--- src/rtl/edge_detect_multi.sv ---
`default_nettype none
// ============================================================================
//  Module      : edge_detect_multi
//  Description : N-channel edge detector. Each channel synchronizes an
//                asynchronous level input and runs a small Moore FSM that
//                visits RISE or FALL once per synchronized transition.
//                The per-channel mode bits select which visits raise tick.
//                Each channel also keeps a saturating edge counter.
//  Revision    : 1.0 - initial release
// ============================================================================
module edge_detect_multi #(
    parameter int N           = 4,
    parameter int SYNC_STAGES = 2,
    parameter int CNT_W       = 8
) (
    input  logic               clk,
    input  logic               reset,
    input  logic [N-1:0]       level,
    input  logic [2*N-1:0]     mode,
    input  logic [N-1:0]       clr,
    output logic [N-1:0]       level_sync,
    output logic [N-1:0]       tick,
    output logic               any_tick,
    output logic [N*CNT_W-1:0] cnt
);

    // Per-channel FSM encoding
    localparam logic [1:0] c_ZERO = 2'd0;
    localparam logic [1:0] c_RISE = 2'd1;
    localparam logic [1:0] c_ONE  = 2'd2;
    localparam logic [1:0] c_FALL = 2'd3;

    // Counter saturation value
    localparam logic [CNT_W-1:0] c_CNT_MAX = {CNT_W{1'b1}};

    for (genvar gi = 0; gi < N; gi++) begin : g_ch
        logic [SYNC_STAGES-1:0] r_sync;
        logic [1:0]             r_state;
        logic [1:0]             w_next;
        logic                   w_s;
        logic                   w_tick;
        logic [CNT_W-1:0]       r_cnt;

        // Synchronizer chain: stage 0 captures the raw level, last stage is s
        always_ff @(posedge clk) begin
            if (reset) begin
                r_sync <= '0;
            end else begin
                r_sync <= {r_sync[SYNC_STAGES-2:0], level[gi]};
            end
        end

        assign w_s            = r_sync[SYNC_STAGES-1];
        assign level_sync[gi] = w_s;

        // State register
        always_ff @(posedge clk) begin
            if (reset) begin
                r_state <= c_ZERO;
            end else begin
                r_state <= w_next;
            end
        end

        // Next state: every change of s lands in RISE or FALL for one cycle,
        // even when it immediately follows the opposite transition
        always_comb begin
            w_next = r_state;
            case (r_state)
                c_ZERO:  w_next = w_s ? c_RISE : c_ZERO;
                c_RISE:  w_next = w_s ? c_ONE  : c_FALL;
                c_ONE:   w_next = w_s ? c_ONE  : c_FALL;
                c_FALL:  w_next = w_s ? c_RISE : c_ZERO;
                default: w_next = c_ZERO;
            endcase
        end

        // Output: mode only gates which visits pulse, never the transitions
        always_comb begin
            w_tick = 1'b0;
            if ((r_state == c_RISE) && mode[2*gi])
                w_tick = 1'b1;
            if ((r_state == c_FALL) && mode[2*gi+1])
                w_tick = 1'b1;
        end

        assign tick[gi] = w_tick;

        // Saturating edge counter; clear takes priority over a same-cycle tick
        always_ff @(posedge clk) begin
            if (reset) begin
                r_cnt <= '0;
            end else if (clr[gi]) begin
                r_cnt <= '0;
            end else if (w_tick && (r_cnt != c_CNT_MAX)) begin
                r_cnt <= r_cnt + 1'b1;
            end
        end

        assign cnt[gi*CNT_W +: CNT_W] = r_cnt;
    end

    assign any_tick = |tick;

endmodule
`default_nettype wire

--- config.mk ---
export PLATFORM = sky130hd
export DESIGN_NAME = edge_detect_multi
export DESIGN_NICKNAME = d
export VERILOG_FILES = /design/src/rtl/edge_detect_multi.sv
export SDC_FILE = /design/constraint.sdc
export NUM_CORES = 1
export LEC_CHECK = 0
export ABC_AREA = 1
export CAP_MARGIN = 30
export CORE_ASPECT_RATIO = 1.4
export CORE_MARGIN = 1
export CORE_UTILIZATION = 40
export DETAILED_ROUTE_END_ITERATION = 10
export MAX_ROUTING_LAYER = met4
export PLACE_DENSITY = 0.65
export SYNTH_ARGS = -nofsm -noshare
export SYNTH_HDL_FRONTEND = slang
export SYNTH_SLANG_ARGS = --single-unit
--- constraint.sdc ---
create_clock -name clk -period 3 [get_ports clk]
set_clock_uncertainty 0.05 [all_clocks]
set_input_delay 0.6 -clock clk [delete_from_list [all_inputs] [get_ports clk]]
set_output_delay 0.6 -clock clk [all_outputs]
set_load 0.02 [all_outputs]
==> results by group, run 1 <==
Clocking
  – Post-cts resize count: 0
  – Worst skew pair latency: 0.29 ns
  – CTS tree: done
  – Setup bufs post-CTS: 0
  – Clock slew at reported path FFs: 0.08 ns
  – Number of buffers created by CTS: 5
  – Hold-fix buffers at CTS: 0
  – Clock root buffer: clkbuf_8
  – H-tree levels: 2
  – Longest Clk Path Bufs: 2
  – Total clock sinks: 48

Route
  – Residual DRC count: 0
  – Routed Antenna Nets: 0
  – DR vias: 2,274
  – Routed vias/inst: 4.71
  – Initial DRC count: 148
  – Wire per inst: 10.5 um
  – Total Wirelength: 5.08 mm
  – Detailed-router iteration count before antenna repair: 4

Timing
  – Worst hold slack: 0.351 ns
  – RSZ-0062 raised after global routing: no
  – Tcrit/Tclk final: 90.9%
  – Setup TNS after final layout: 0 ns
  – Final min period: 2.73 ns
  – Final Max Slew Viols: 0
  – Slew @ Worst Pin: 0.539 ns
  – Max Freq: 367 MHz
  – Fin. Hold Viols: 0
  – Max-Slew Margin vs Limit: 63.9%
  – Final setup fails: 0

Synthesis
  – Number of distinct library cells after synthesis: 23
  – Yosys warning total: 0
  – Sequential share of the synthesized area: 38.3%
  – Syn_area_per_cell: 7.05 um^2
  – Seq cells post-synth: 48
  – Cells after synthesis: 356
  – Cell Area, Synth: 2510 um^2
  – Syn_nets: 386

Final layout
  – N_diodes: 0
  – Number of fill cells in the layout: 638
  – Final Net Count: 443
  – Area of the multi-input gates: 1280 um^2
  – Area Overhead vs Synth: 27.3%
  – Fin area: 3190 um^2
  – Ratio of cells with drive above 1 in the final layout: 7.26%
  – Seq. cell area: 961 um^2

Floorplanning
  – Row Count: 33
  – Chip height: 95.7 um
  – # IOs: 59
  – Die area: 6600 um^2
  – Core Footprint: 5950 um^2
  – Die Wd: 68.9 um
  – Starting Density: 42.2%

Placement
  – PortBufs: 58
  – Placed Area: 3120 um^2
  – DP HPWL: 3.89 mm
  – Routability cong.: 0.807

Pwr
  – Int Power: 1030 uW
  – Sw Ratio: 30.2%
  – Leakage: 0.00132 uW
  – Peak supply drop: 0.339 mV
  – Part of the power in registers: 49.6%
  – NetSw: 448 uW
  – Clock power share: 24.1%
  – Gate power share: 26.3%
  – PwrDens: 464 nW/um^2

Setup path
  – Crit Path Class: in2out
  – Critical Path End Type: primary output
  – CP Launch Type: input port
  – Arr. time, crit path: 2.08 ns
  – Required @ worst endpoint: 2.35 ns
  – Worst Path Max Fanout: 10

Min path
  – Worst min path class: reg2reg

Run status
  – Status: finished clean

Global routing
  – Number of global-route vias before repair: 2,001
  – Initial antenna violation count: 0
  – Largest net degree at the start of global routing: 18
  – Gr usage total: 17.4%
  – Total grt overflow: 0
  – First-pass GRT wire length: 8.43 mm

Flow run
  – Max-cap violations: 0
-- worst max-delay path, stage by stage --
cell             delay, ns
clkdlybuf4s50_1       0.46
nand2_1               0.06
nand2_2               0.17
nor2_1                0.09
nand3_1               0.09
clkdlybuf4s50_1       0.61
-- final timing paths --
check / from / endpoint / slack, ns / depth (start not counted)
min reg2reg: g_ch[2].r_sync[0] / g_ch[2].r_sync[1] / 0.35 / 2
max reg2reg: g_ch[1].r_cnt[0] / g_ch[1].r_cnt[1] / 1.60 / 8
max: mode[4] / any_tick / 0.27 / 6
min: g_ch[2].r_sync[0] / g_ch[2].r_sync[1] / 0.35 / 2
-- sequential cells by signal (all words and copies together) (netlist names) --
register	flops
g_ch.r_sync	8
g_ch.r_state	8
g_ch.r_cnt	32
-- per-layer routing --
| metal | GRT usage, % | vias to the layer above | wire (um) |
|---|---|---|---|
| li1 | - | 1209 | - |
| met4 | 6.63 | 0 | 94 |
| met1 | 19.9 | 1003 | 2310 |
| met5 | - | - | 0 |
| met3 | 3.20 | 10 | 221 |
| met2 | 29.4 | 52 | 2450 |
-- power by group through the flow --
stage,logic (uW),registers [uW],clock network [uW]
CTS,399,737,374
detailed placement,397,752,0
finish,390,736,357
global route,440,743,400
floorplan,261,758,0
global placement,391,748,0
-- kinds of logic after synthesis --
group,after synthesis,share of synthesized area (%)
AND/OR/NAND/NOR,207,38.4
flip-flops,48,38.3
AO/OA/AOI/OAI,26,5.44
adder cells (fa/ha/maj),12,5.98
XOR/XNOR,4,1.40
buffers and inverters,59,10.5
-- layout by cell type, fill, tap and decap left out --
master            n
inv_1            48
nand2_4           4
or2_2             1
ha_1             12
nand4_1           6
a21oi_2           1
nor3_1            1
nor2_1           75
clkbuf_1          1
nor2_8            1
dfxtp_1          48
nand2_1          74
a21oi_1          18
nor2_4            6
xor2_1            4
nand2_2           7
nand3_4           1
clkinv_2          1
buf_4             3
o21ai_0           6
nand3_1          29
clkdlybuf4s50_1  58
clkbuf_8          5
a21boi_0          1
nand3b_1          2
-- cells in the mapped netlist, drive strengths merged --
library cell,instances,share of area [%]
a21boi,1,0.30
a21oi,19,3.9
buf,10,2.8
clkbuf,1,0.55
dfxtp,48,38
ha,12,6.0
inv,48,7.2
nand2,85,15
nand3,30,6.5
nand3b,2,0.60
nand4,6,1.5
nor2,82,15
nor3,1,0.20
o21ai,6,1.2
or2,1,0.25
xor2,4,1.4
-- stage by stage --
step / power [uW] / util (%) / setup slack (ns) / cells
floorplan: 1020 / - / 1.17 / 356
global placement: 1140 / 52.4 / 0.267 / 476
detailed placement: 1150 / 52.4 / 0.255 / 476
CTS: 1510 / 53.7 / 0.255 / 483
global route: 1580 / 53.7 / 0.164 / 483
finish: 1480 / 53.7 / 0.273 / 483
-- layout make-up --
type	instances	area share, %
multi-input combinational	249	40.2
sequential	48	30.1
timing repair buffer	61	18.9
inverter	48	5.64
tap	70	2.74
clock buffer	6	2.27
clock inverter	1	0.157
(Power assumes the default switching activity.)
==> inputs of run 2 (changes only) <==
--- a/config.mk
+++ b/config.mk
@@ -13,6 +13,7 @@
 export DETAILED_ROUTE_END_ITERATION = 10
 export MAX_ROUTING_LAYER = met4
 export PLACE_DENSITY = 0.65
+export RECOVER_POWER = 25
 export SYNTH_ARGS = -nofsm -noshare
 export SYNTH_HDL_FRONTEND = slang
 export SYNTH_SLANG_ARGS = --single-unit
==> results by group, run 2 (synthesized netlist as in run 1, its figures left out) <==
Final layout
  – Number of flip-flops in the largest register: 32 (unchanged)
  – Fin area: 3170 um^2 (-0.71%)
  – Commonest non-fill, non-tap cell in the layout: nor2_1
  – Area Overhead vs Synth: 26.4%
  – Most frequent cells in the layout: nor2_1 (76), nand2_1 (75), clkdlybuf4s50_1 (57), inv_1 (48), dfxtp_1 (48)
  – Ratio of cells with drive above 1 in the final layout: 6.54% (-0.73 points)
  – Biggest regs: g_ch.r_cnt: 32 flops, g_ch.r_state: 8 flops, g_ch.r_sync: 8 flops
  – N_diodes: 0 (unchanged)
  – Final Net Count: 443 (unchanged)
  – Final non-filler cell total: 483 (unchanged)
  – Largest Register: g_ch.r_cnt

Setup path
  – Crit Path Class: in2out
  – Worst Path Max Fanout: 10 (unchanged)
  – FF-to-FF Start: g_ch[1].r_cnt[0]
  – Arr. time, crit path: 2.07 ns (about the same)
  – Required @ worst endpoint: 2.35 ns (about the same)
  – CP peak stage delay: 0.61 ns (about the same)
  – Worst-path cell chain: clkdlybuf4s50_1 -> nand2_1 -> nand2_2 -> inv_1 -> nand3_1 -> clkdlybuf4s50_1
  – CP Launch Type: input port
  – Reg2reg end: g_ch[1].r_cnt[1]
  – Bufs and invs on worst path: 3 (+1)
  – Family with the most delay on the worst path: buffers and inverters
  – Worst reg2reg path depth: 8 (unchanged)
  – Slowest CP cell: clkdlybuf4s50_1
  – Critical Path End Type: primary output
  – Critical Path Most Common Cell: clkdlybuf4s50_1
  – Reg2reg setup slack: 1.60 ns (about the same)

Clocking
  – Hold-fix buffers at CTS: 0 (unchanged)
  – Longest Clk Path Bufs: 2 (unchanged)
  – CTS tree: done
  – Setup bufs post-CTS: 0 (unchanged)
  – Total clock sinks: 48 (unchanged)
  – Number of buffers created by CTS: 5 (unchanged)
  – H-tree levels: 2 (unchanged)
  – Clock root buffer: clkbuf_8
  – Clock slew at reported path FFs: 0.08 ns (about the same)
  – Post-cts resize count: 0 (unchanged)
  – Worst skew pair latency: 0.29 ns (about the same)

Timing
  – Final setup fails: 0 (unchanged)
  – Slew @ Worst Pin: 0.791 ns (+0.252 ns)
  – Max-Slew Margin vs Limit: 47.3% (-17 points)
  – Final Max Slew Viols: 0 (unchanged)
  – Max Freq: 368 MHz (+0.28%)
  – Tcrit/Tclk final: 90.7% (-0.25 points)
  – Setup TNS after final layout: 0 ns (unchanged)
  – Fin. Hold Viols: 0 (unchanged)
  – Final min period: 2.72 ns (-0.00751 ns)
  – RSZ-0062 raised after global routing: no

Flow run
  – Max-cap violations: 0 (unchanged)

Pwr
  – Gate power share: 26.0% (-0.3 points)
  – Leakage: 0.00131 uW (-1.0%)
  – NetSw: 446 uW (-0.43%)
  – Peak supply drop: 0.339 mV (about the same)
  – Sw Ratio: 30.2% (-0.047 points)
  – PwrDens: 466 nW/um^2 (+0.43%)
  – Int Power: 1030 uW (-0.21%)
  – Total power: 1480 uW (-0.28%)
  – Part of the power in registers: 49.8% (+0.2 points)
  – Clock power share: 24.2% (about the same)

Route
  – Detailed-router iteration count before antenna repair: 4 (unchanged)
  – Routed vias/inst: 4.70 (-0.22%)
  – Initial DRC count: 148 (unchanged)
  – Wire per inst: 10.6 um (+0.37%)
  – Total Wirelength: 5.10 mm (+0.37%)
  – Routed Antenna Nets: 0 (unchanged)
  – Residual DRC count: 0 (unchanged)
  – DR vias: 2,269 (-0.22%)

Floorplanning
  – Die area: 6600 um^2 (unchanged)
  – Core Footprint: 5950 um^2 (unchanged)
  – Row Count: 33 (unchanged)
  – Chip height: 95.7 um (unchanged)
  – Die Wd: 68.9 um (unchanged)
  – # IOs: 59 (unchanged)
  – Starting Density: 42.2% (unchanged)

Min path
  – Hold Crit Depth: 2 (unchanged)
  – Hold Crit Start: g_ch[2].r_sync[0]
  – WHS Endpoint: g_ch[2].r_sync[1]
  – Worst min path class: reg2reg

Placement
  – PortBufs: 58 (unchanged)
  – Routability cong.: 0.807 (unchanged)
  – Placed Area: 3120 um^2 (unchanged)
  – Dpl cells: 476 (unchanged)
  – DP HPWL: 3.89 mm (unchanged)

Global routing
  – First-pass GRT wire length: 8.43 mm (unchanged)
  – GR Util met1: 19.9% (unchanged)
  – Total grt overflow: 0 (unchanged)
  – GRT met2 Usage: 29.4% (unchanged)
  – Largest net degree at the start of global routing: 18 (unchanged)
  – Number of global-route vias before repair: 2,001 (unchanged)
  – GRT Max-Usage Layer: met2
  – GRT met3 Usage: 3.20% (unchanged)
  – Gr usage total: 17.4% (unchanged)
  – Initial antenna violation count: 0 (unchanged)

Run status
  – Status: finished clean
==> run 2: worst min-delay path, stage by stage, from the launching register on <==
cell,delay (ns)
dfxtp_1,0.30
inv_1,0.04
nor2_1,0.03
==> run 2: worst max path at each step <==
stage / startpoint / to / slack [ns] / depth (start not counted)
finish: mode[2] / any_tick / 0.28 / 6
floorplan: mode[7] / any_tick / 1.17 / 5
global placement: mode[4] / any_tick / 0.27 / 6
detailed placement: mode[5] / any_tick / 0.26 / 6
global route: mode[3] / any_tick / 0.17 / 6
CTS: mode[4] / any_tick / 0.26 / 6
==> run 2: area by class of cell <==
type | instances | area, um^2
Clock inverter | 1 | 5.00
Sequential cell | 48 | 961
Tap cell | 70 | 87.6
Inverter | 48 | 180
Fill cell | 643 | 2780
Timing Repair Buffer | 61 | 599
Multi-Input combinational cell | 249 | 1260
Clock buffer | 6 | 72.6
==> run 2: power groups by stage <==
stage                     logic, uW  clock network, uW  registers (uW)
after global placement          391                  0             748
after floorplan                 261                  0             758
after detailed placement        397                  0             752
after CTS                       399                374             737
after global routing            436                400             743
final                           385                358             736
==> run 2: layer usage <==
layer / share of wire (%) / wire length [um]
met5: 0 / 0
met4: 1.8 / 94
met3: 4.1 / 211
met2: 48 / 2460
met1: 46 / 2330
==> run 2: metrics by stage <==
stage	utilization, %	setup slack [ns]	hold WS, ns
final	53.3	0.280	0.351
after floorplan	-	1.17	0.338
after detailed placement	52.4	0.255	0.345
after global routing	53.3	0.171	0.371
after global placement	52.4	0.267	0.339
after CTS	53.7	0.255	0.352
==> inputs of run 3 (changes only) <==
==> constraint.sdc (replaced) <==
create_clock -name clk -period 3 [get_ports clk]
set_clock_uncertainty 0.05 [all_clocks]
set_input_delay 0.9 -clock clk [delete_from_list [all_inputs] [get_ports clk]]
set_output_delay 0.9 -clock clk [all_outputs]
set_load 0.02 [all_outputs]
==> results by group, run 3 (synthesized netlist as in run 1, its figures left out) <==
Run status
  – Status: finished clean

Timing
  – Final min period: 2.90 ns (+0.184 ns)
  – Worst hold slack: 0.353 ns (+0.00169 ns)
  – Tcrit/Tclk final: 96.8% (+6.1 points)
  – RSZ-0062 raised after global routing: no
  – Final Max Slew Viols: 0 (unchanged)
  – Max-Slew Margin vs Limit: 44.2% (-3.0 points)
  – Max Freq: 344 MHz (-6.3%)
  – Setup TNS after final layout: 0 ns (unchanged)
  – Fin. Hold Viols: 0 (unchanged)
  – Slew @ Worst Pin: 0.836 ns (+0.0453 ns)
  – Final setup fails: 0 (unchanged)

Placement
  – Dpl cells: 483 (+1.5%)
  – Routability cong.: 0.840 (+4.1%)
  – DP HPWL: 3.95 mm (+1.5%)
  – PortBufs: 58 (unchanged)

Clocking
  – Number of buffers created by CTS: 5 (unchanged)
  – Clock root buffer: clkbuf_8
  – H-tree levels: 2 (unchanged)
  – Clock slew at reported path FFs: 0.09 ns (about the same)
  – CTS tree: done
  – Longest Clk Path Bufs: 2 (unchanged)
  – Worst skew pair latency: 0.29 ns (about the same)
  – Total clock sinks: 48 (unchanged)

Final layout
  – Commonest non-fill, non-tap cell in the layout: nor2_1
  – N_diodes: 0 (unchanged)
  – Area Overhead vs Synth: 28.5%
  – Most frequent cells in the layout: nor2_1 (76), nand2_1 (74), clkdlybuf4s50_1 (52), inv_1 (48), dfxtp_1 (48)
  – Number of flip-flops in the largest register: 32 (unchanged)
  – Ratio of cells with drive above 1 in the final layout: 8.57% (+2.0 points)
  – Final non-filler cell total: 490 (+1.4%)
  – Final Net Count: 450 (+1.6%)
  – Fin util: 54.2% (+0.90 points)
  – Biggest regs: g_ch.r_cnt: 32 flops, g_ch.r_state: 8 flops, g_ch.r_sync: 8 flops
  – Largest Register: g_ch.r_cnt

Global routing
  – First-pass GRT wire length: 8.56 mm (+1.5%)
  – Initial antenna violation count: 0 (unchanged)
  – Gr usage total: 17.5% (+0.10 points)
  – Total grt overflow: 0 (unchanged)
  – Number of global-route vias before repair: 2,062 (+3.0%)
  – Largest net degree at the start of global routing: 16 (-2)

Floorplanning
  – # IOs: 59 (unchanged)
  – Chip height: 95.7 um (unchanged)
  – Die Wd: 68.9 um (unchanged)
  – Row Count: 33 (unchanged)
  – Die area: 6600 um^2 (unchanged)
  – Starting Density: 42.2% (unchanged)
  – Core Footprint: 5950 um^2 (unchanged)

Route
  – Total Wirelength: 5.11 mm (+0.14%)
  – Routed vias/inst: 4.69 (about the same)
  – Wire per inst: 10.4 um (-1.3%)
  – DR vias: 2,300 (+1.4%)
  – Residual DRC count: 0 (unchanged)
  – Routed Antenna Nets: 0 (unchanged)
  – Initial DRC count: 94 (-36%)
  – Detailed-router iteration count before antenna repair: 4 (unchanged)

Setup path
  – CP Launch Type: input port
  – Crit Path Class: in2out
  – CP peak stage delay: 0.47 ns (-0.14 ns)
  – Worst reg2reg path depth: 10 (+2)
  – Arr. time, crit path: 1.95 ns (-0.12 ns)
  – Worst-path cell chain: clkdlybuf4s50_1 -> nand2_1 -> nand2_1 -> buf_4 -> dlygate4sd2_1
  – Reg2reg setup slack: 1.50 ns (-0.10 ns)
  – Worst Path Max Fanout: 2 (-8)
  – Critical path launch point: mode[7]
  – FF-to-FF Start: g_ch[0].r_state[1]
  – Reg2reg end: g_ch[0].r_cnt[7]
  – Critical Path Most Common Cell: nand2_1
  – Slowest CP cell: clkdlybuf4s50_1
  – Crit path capture: tick[3]
  – Required @ worst endpoint: 2.05 ns (-0.30 ns)
  – Critical Path End Type: primary output

Pwr
  – Peak supply drop: 0.215 mV (-37%)
  – Leakage: 0.00137 uW (+4.7%)
  – PwrDens: 465 nW/um^2 (-0.33%)

Flow run
  – Max-cap violations: 0 (unchanged)

Min path
  – Worst min path class: reg2reg
[run 3: changes by cell type in the layout (fill, tap and decap cells not counted), sizes merged]
cell / previous run / this run
dlygate4sd2: 0 / 4
buf: 2 / 9
clkbuf: 7 / 8
clkdlybuf4s50: 57 / 52
[run 3: routing by layer]
metal / vias to the layer above / GRT usage (%) / routed length (um) / share of wire, %
met2: 50 / 30.7 / 2570 / 50
li1: 1225 / - / - / -
met3: 6 / 3.20 / 234 / 4.6
met1: 1019 / 19.4 / 2240 / 44
met4: 0 / 6.12 / 65 / 1.3
met5: - / - / 0 / 0
[run 3: timing repair]
action | 4_1_cts | 5_1_grt
gates resized for setup | 6 | 1
hold endpoints to repair | 0 | 0
setup buffers | 0 | 0
hold buffers | 0 | 0
pin swaps | 0 | 0
endpoints found under the setup margin | 5 | 1
[run 3: area by class of cell]
| cell class | count | area (um^2) |
|---|---|---|
| tap | 70 | 87.6 |
| timing repair buffer | 68 | 642 |
| sequential | 48 | 961 |
| multi-input combinational | 249 | 1280 |
| clock buffer | 6 | 72.6 |
| clock inverter | 1 | 5.00 |
| inverter | 48 | 180 |
| fill | 596 | 2720 |
[run 3: worst min-delay path by stage]
stage | startpoint | endpoint | slack [ns] | depth (start not counted)
floorplan | g_ch[0].r_sync[0] | g_ch[0].r_sync[1] | 0.34 | 2
global placement | g_ch[0].r_sync[0] | g_ch[0].r_sync[1] | 0.34 | 2
detailed placement | g_ch[0].r_sync[0] | g_ch[0].r_sync[1] | 0.35 | 2
CTS | g_ch[0].r_sync[0] | g_ch[0].r_sync[1] | 0.36 | 2
global route | g_ch[3].r_sync[0] | g_ch[3].r_sync[1] | 0.36 | 2
finish | g_ch[3].r_sync[0] | g_ch[3].r_sync[1] | 0.35 | 2
[run 3: critical path, delay by kind of cell]
kind | cells | cell delay [ns]
AND/OR/NAND/NOR | 2 | 0.15
buffers and inverters | 3 | 0.90
[run 3: stage by stage]
| step | area, um^2 | setup WS (ns) | power (uW) |
|---|---|---|---|
| 2_1_floorplan | 2510 | 0.570 | 1020 |
| 3_3_place_gp | 3170 | -0.225 | 1170 |
| 3_5_place_dp | 3170 | -0.248 | 1180 |
| 4_1_cts | 3240 | 0.0183 | 1540 |
| 5_1_grt | 3220 | 0.0620 | 1610 |
| 6_report | 3220 | 0.0967 | 1500 |
[run 3: power by group]
group | switching [uW] | total [uW] | internal (uW)
clock | 205 | 364 | 159
sequential | 38.0 | 735 | 697
combinational | 216 | 400 | 184
